**src/rtl/cla_io_stage.sv**
```systemverilog
// Registered valid/ready wrapper around an external combinational adder; derives carry-out and signed overflow.
// Latency: 2 cycles from operand acceptance to out_valid; one add per cycle with out_ready high.
// Backpressure: holds up to two pairs (operand + result register), in_ready recovers in the same cycle as out_ready.
module cla_io_stage #(
    parameter int NBIT = 16,
    parameter int CNTW = 16
) (
    input  logic            clk,
    input  logic            rst_n,
    input  logic            in_valid,
    output logic            in_ready,
    input  logic [NBIT-1:0] in_a,
    input  logic [NBIT-1:0] in_b,
    output logic [NBIT-1:0] add_a,
    output logic [NBIT-1:0] add_b,
    input  logic [NBIT-1:0] add_s,
    output logic            out_valid,
    input  logic            out_ready,
    output logic [NBIT-1:0] out_s,
    output logic            out_cout,
    output logic            out_ovf,
    output logic            ovf_sticky,
    input  logic            ovf_clr,
    output logic [CNTW-1:0] txn_count
);

    typedef struct packed {
        logic [NBIT-1:0] s;
        logic            cout;
        logic            ovf;
    } res_t;

    localparam logic [CNTW-1:0] CNT_ONE = {{(CNTW-1){1'b0}}, 1'b1};

    logic v1;
    logic v2;
    logic adv2;
    logic accept;
    logic deliver;
    logic msb_a;
    logic msb_b;
    logic msb_s;
    res_t res_d;
    res_t res_q;

    // Stage 1 may move forward whenever stage 2 is empty or draining this cycle.
    assign adv2     = v1 & (~v2 | out_ready);
    assign in_ready = ~v1 | adv2;
    assign accept   = in_valid & in_ready;
    assign deliver  = v2 & out_ready;

    always_comb begin
        msb_a      = add_a[NBIT-1];
        msb_b      = add_b[NBIT-1];
        msb_s      = add_s[NBIT-1];
        res_d      = '0;
        res_d.s    = add_s;
        res_d.cout = (msb_a & msb_b) | ((msb_a ^ msb_b) & ~msb_s);
        res_d.ovf  = (msb_a ~^ msb_b) & (msb_s ^ msb_a);
    end

    always_ff @(posedge clk or negedge rst_n) begin
        if (!rst_n) begin
            v1    <= 1'b0;
            add_a <= '0;
            add_b <= '0;
        end else if (accept) begin
            v1    <= 1'b1;
            add_a <= in_a;
            add_b <= in_b;
        end else if (adv2) begin
            v1    <= 1'b0;
        end
    end

    always_ff @(posedge clk or negedge rst_n) begin
        if (!rst_n) begin
            v2    <= 1'b0;
            res_q <= '0;
        end else if (adv2) begin
            v2    <= 1'b1;
            res_q <= res_d;
        end else if (out_ready) begin
            v2    <= 1'b0;
        end
    end

    // A coinciding overflow delivery takes priority over the clear.
    always_ff @(posedge clk or negedge rst_n) begin
        if (!rst_n) begin
            ovf_sticky <= 1'b0;
            txn_count  <= '0;
        end else begin
            if (deliver && res_q.ovf) begin
                ovf_sticky <= 1'b1;
            end else if (ovf_clr) begin
                ovf_sticky <= 1'b0;
            end
            if (deliver) begin
                txn_count <= txn_count + CNT_ONE;
            end
        end
    end

    assign out_valid = v2;
    assign out_s     = res_q.s;
    assign out_cout  = res_q.cout;
    assign out_ovf   = res_q.ovf;

endmodule

```
**config.mk**
```make
export PLATFORM = sky130hd
export DESIGN_NAME = cla_io_stage
export DESIGN_NICKNAME = d
export VERILOG_FILES = /design/src/rtl/cla_io_stage.sv
export SDC_FILE = /design/constraint.sdc
export NUM_CORES = 1
export LEC_CHECK = 0
export CAP_MARGIN = 20
export CORE_MARGIN = 4
export CORE_UTILIZATION = 41
export DETAILED_ROUTE_END_ITERATION = 12
export PLACE_DENSITY = 0.79
export SYNTH_ARGS = -nofsm -noshare
export SYNTH_HDL_FRONTEND = slang
export SYNTH_SLANG_ARGS = --single-unit
```
**constraint.sdc**
```tcl
create_clock -name clk -period 1.6 [get_ports clk]
set_input_delay 0.32 -clock clk [delete_from_list [all_inputs] [get_ports clk]]
set_output_delay 0.32 -clock clk [all_outputs]
set_load 0.02 [all_outputs]
```
==> results.sh <==
export IMPL_status="finished, violations left"
export IMPL_violations="negative hold slack"
export IMPL_p_per_area_nw_per_um2=1180
export IMPL_vdd_drop_max_v=0.000623
export IMPL_hold_ws_ps=-0.0205
export IMPL_r2r_slack_ps=160
export IMPL_yosysMostFrequentCell="dfrtp_1"
export IMPL_grt_pass1_vias=2010
export IMPL_clock_sinks=69
export IMPL_grtUsageTotal_pct=15.8
export IMPL_grt_first_pass_wirelength_mm=9.47
export IMPL_slowest_delay_ps=480
export IMPL_cts_tree="yes"
export IMPL_synth_top_cell_area_share_pct=63.9
export IMPL_finalCriticalPeriod_ps=1550
export IMPL_hold_viol=1
export IMPL_wire_per_inst_um=15.1
export IMPL_antenna_found_initial=0
export IMPL_synth_cells=186
export IMPL_fmax_ghz=0.647
export IMPL_fin_skew_ps=8.34
export IMPL_finalSetupViolCount=0
export IMPL_p_leak_nw=1.98
export IMPL_io_pins=122
export IMPL_worst_ep_arrival_time_ps=1230
export IMPL_num_rows=29
export IMPL_drt_total_wl_mm=6.19
export IMPL_critical_path_class="input pin to primary output"
export IMPL_synthArstFlopShare_pct=100
export IMPL_antenna_cells=0
export IMPL_hold_buffers=0
export IMPL_routabilityCongestion=0.722
export IMPL_hold_class="input pin to asynchronous set/reset pin"
export IMPL_synth_ff_type="dfrtp_1"
export IMPL_slowest_stage="clkdlybuf4s50_1"
export IMPL_path_cells="clkdlybuf4s50_1 -> nand3b_1 -> clkdlybuf4s15_2"
export IMPL_startpoint_type="input pin"
export IMPL_grt_max_degree=70
export IMPL_fillers=513
export IMPL_synth_cell_types=21
export IMPL_maxSlewViolCount=0
export IMPL_cp_data_required_time_ps=1280
export IMPL_reg2reg_from="v1$_DFFE_PN0P_"
export IMPL_clockBufferDepth=2
export IMPL_hpwl_mm=4.57
export IMPL_route_vias_total=1963
export IMPL_layout_nets=383
export IMPL_first_iter_violations=35
export IMPL_placedCellCount=393
export IMPL_overflow=0
export IMPL_drc=0
export IMPL_fin_crit_sh_pct=96.7
export IMPL_syn_avg_cell_area_um2=14.5
export IMPL_via_per_inst=4.80
export IMPL_yosys_top_cells_area="dfrtp_1, mux2_2, xnor2_1"
export IMPL_yosys_warnings=0
export IMPL_core_area_um2=6390
export IMPL_cts_post_setup_buffers_inserted=0
export IMPL_synth_seq_cells=69
export IMPL_maxCapViolCount=0
export IMPL_clk_pin_slew_ps=70
export IMPL_yosysSeqAreaShare_pct=63.9
export IMPL_root_buffer="clkbuf_8"
export IMPL_syn_cell_area_um2=2700
export IMPL_tightest_slew_ps=362
export IMPL_ctsHtreeMaxLevel=3
export IMPL_cts_made_buffers=9
export IMPL_drive_above_1_share_pct=25.6
export IMPL_syn_to_final_growth_pct=57.3
export IMPL_slew_limit_headroom_pct=75.9
export IMPL_fin_cells=409
export IMPL_r2r_end="add_b[13]$_DFFE_PN0P_"
export IMPL_die_w_um=89.2
export IMPL_clk_latency_ps=330
export IMPL_r2r_cells=5
export IMPL_firstDrtPassIters=4
export IMPL_synth_nets=241
export IMPL_dieArea_um2=7950
export IMPL_yosys_top_cells_count="dfrtp_1, mux2_2, nand2_1, xnor2_1, xor2_1"
export IMPL_port_buffers=121
export IMPL_path_max_fanout=2
export IMPL_rsz0062_at_grt="no"
export IMPL_drtAntennaViolNets=0
export IMPL_endpoint_kind="primary output"
export IMPL_synth_top_area_cell="dfrtp_1"
export IMPL_start_util_pct=42.3
export IMPL_synth_edf_count=0
export IMPL_die_h_um=89.2
==> worst max-delay path by stage <==
stage          slack (ps)  cells after the start             startpoint                    end
2_1_floorplan          40                      4  out_valid$_DFFE_PN0P_   add_a[0]$_DFFE_PN0P_
3_3_place_gp         -310                      3              out_ready               in_ready
3_5_place_dp         -320                      6              out_ready  add_a[11]$_DFFE_PN0P_
4_1_cts                20                      6              out_ready  add_a[10]$_DFFE_PN0P_
5_1_grt                 7                      3              out_ready               in_ready
6_report               50                      3              out_ready               in_ready
==> cells in the final DEF, fill, tap and decap left out, drive strengths merged <==
| cell type | instances |
|---|---|
| dfrtp | 69 |
| dlygate4sd2 | 68 |
| clkdlybuf4s50 | 51 |
| mux2 | 48 |
| buf | 15 |
| nand2 | 13 |
| clkbuf | 12 |
| xnor2 | 9 |
| xor2 | 7 |
| nor2 | 6 |
| nand4 | 5 |
| inv | 4 |
| nor3 | 4 |
| nand3 | 3 |
| o21ai | 3 |
| clkinv | 3 |
| nand2b | 2 |
| ha | 2 |
| nand3b | 1 |
| or2b | 1 |
| or2 | 1 |
| nor4 | 1 |
| a21oi | 1 |
| o31ai | 1 |
| bufinv | 1 |
| clkdlybuf4s15 | 1 |
==> per-stage QoR <==
stage          area (um2)  util [%]  setup TNS [ps]  setup slack (ps)  power, mW
4_1_cts              4220      66.0               0              22.9       5.09
5_1_grt              4250      66.6               0              7.45       5.31
3_3_place_gp         4110      64.4          -14390              -310       3.86
2_1_floorplan        2700         -               0              40.7       3.00
3_5_place_dp         4110      64.4          -16220              -324       3.91
6_report             4250      66.6               0              53.6       5.02
==> final cells by class <==
type | count | area, um2 | area share, %
Sequential cell | 69 | 1730 | 40.6
Timing Repair Buffer | 136 | 1290 | 30.4
Multi-Input combinational cell | 108 | 928 | 21.8
Clock buffer | 11 | 141 | 3.33
Tap cell | 77 | 96.3 | 2.27
Clock inverter | 4 | 48.8 | 1.15
Inverter | 4 | 15.0 | 0.353
==> cell families (layout without fill, tap and decap cells) <==
family,count (synthesis),in the layout,share of synthesized area (%)
AOI/OAI and AO/OA,5,5,1.02
xor gates and xnor gates,16,16,5.19
adders and majority gates,2,2,0.926
buffers and inverters,9,155,1.94
DFF,69,69,63.9
muxes,48,48,20.0
and+or+nand+nor,37,37,7.04
==> layer usage <==
layer	GRT usage [%]	vias up	wire length [um]
met5	0	-	0
met4	7.71	0	109
met3	6.08	10	531
met2	25.7	80	3130
met1	18.3	949	2420
li1	-	924	-
==> critical path, delay by kind of cell <==
family                 cells  cell delay, ps
buffers and inverters      2             760
and+or+nand+nor            1             150
==> report_power, final <==
group	internal [mW]	switching, mW
clock network	0.752	0.622
logic	0.691	0.724
registers	2.03	0.197
==> registers in the layout, summed over array words and instances, names as in the netlist <==
name,cells
out_valid,1
add_b,16
txn_count,16
out_cout,1
ovf_sticky,1
out_ovf,1
v1,1
out_s,16
add_a,16
==> timing repair <==
item                                   CTS  global route
cloned                                   0             1
setup endpoints to repair               69            25
gates resized for setup                 71             3
endpoints found under the hold margin    0             0
(Power assumes the default switching activity.)
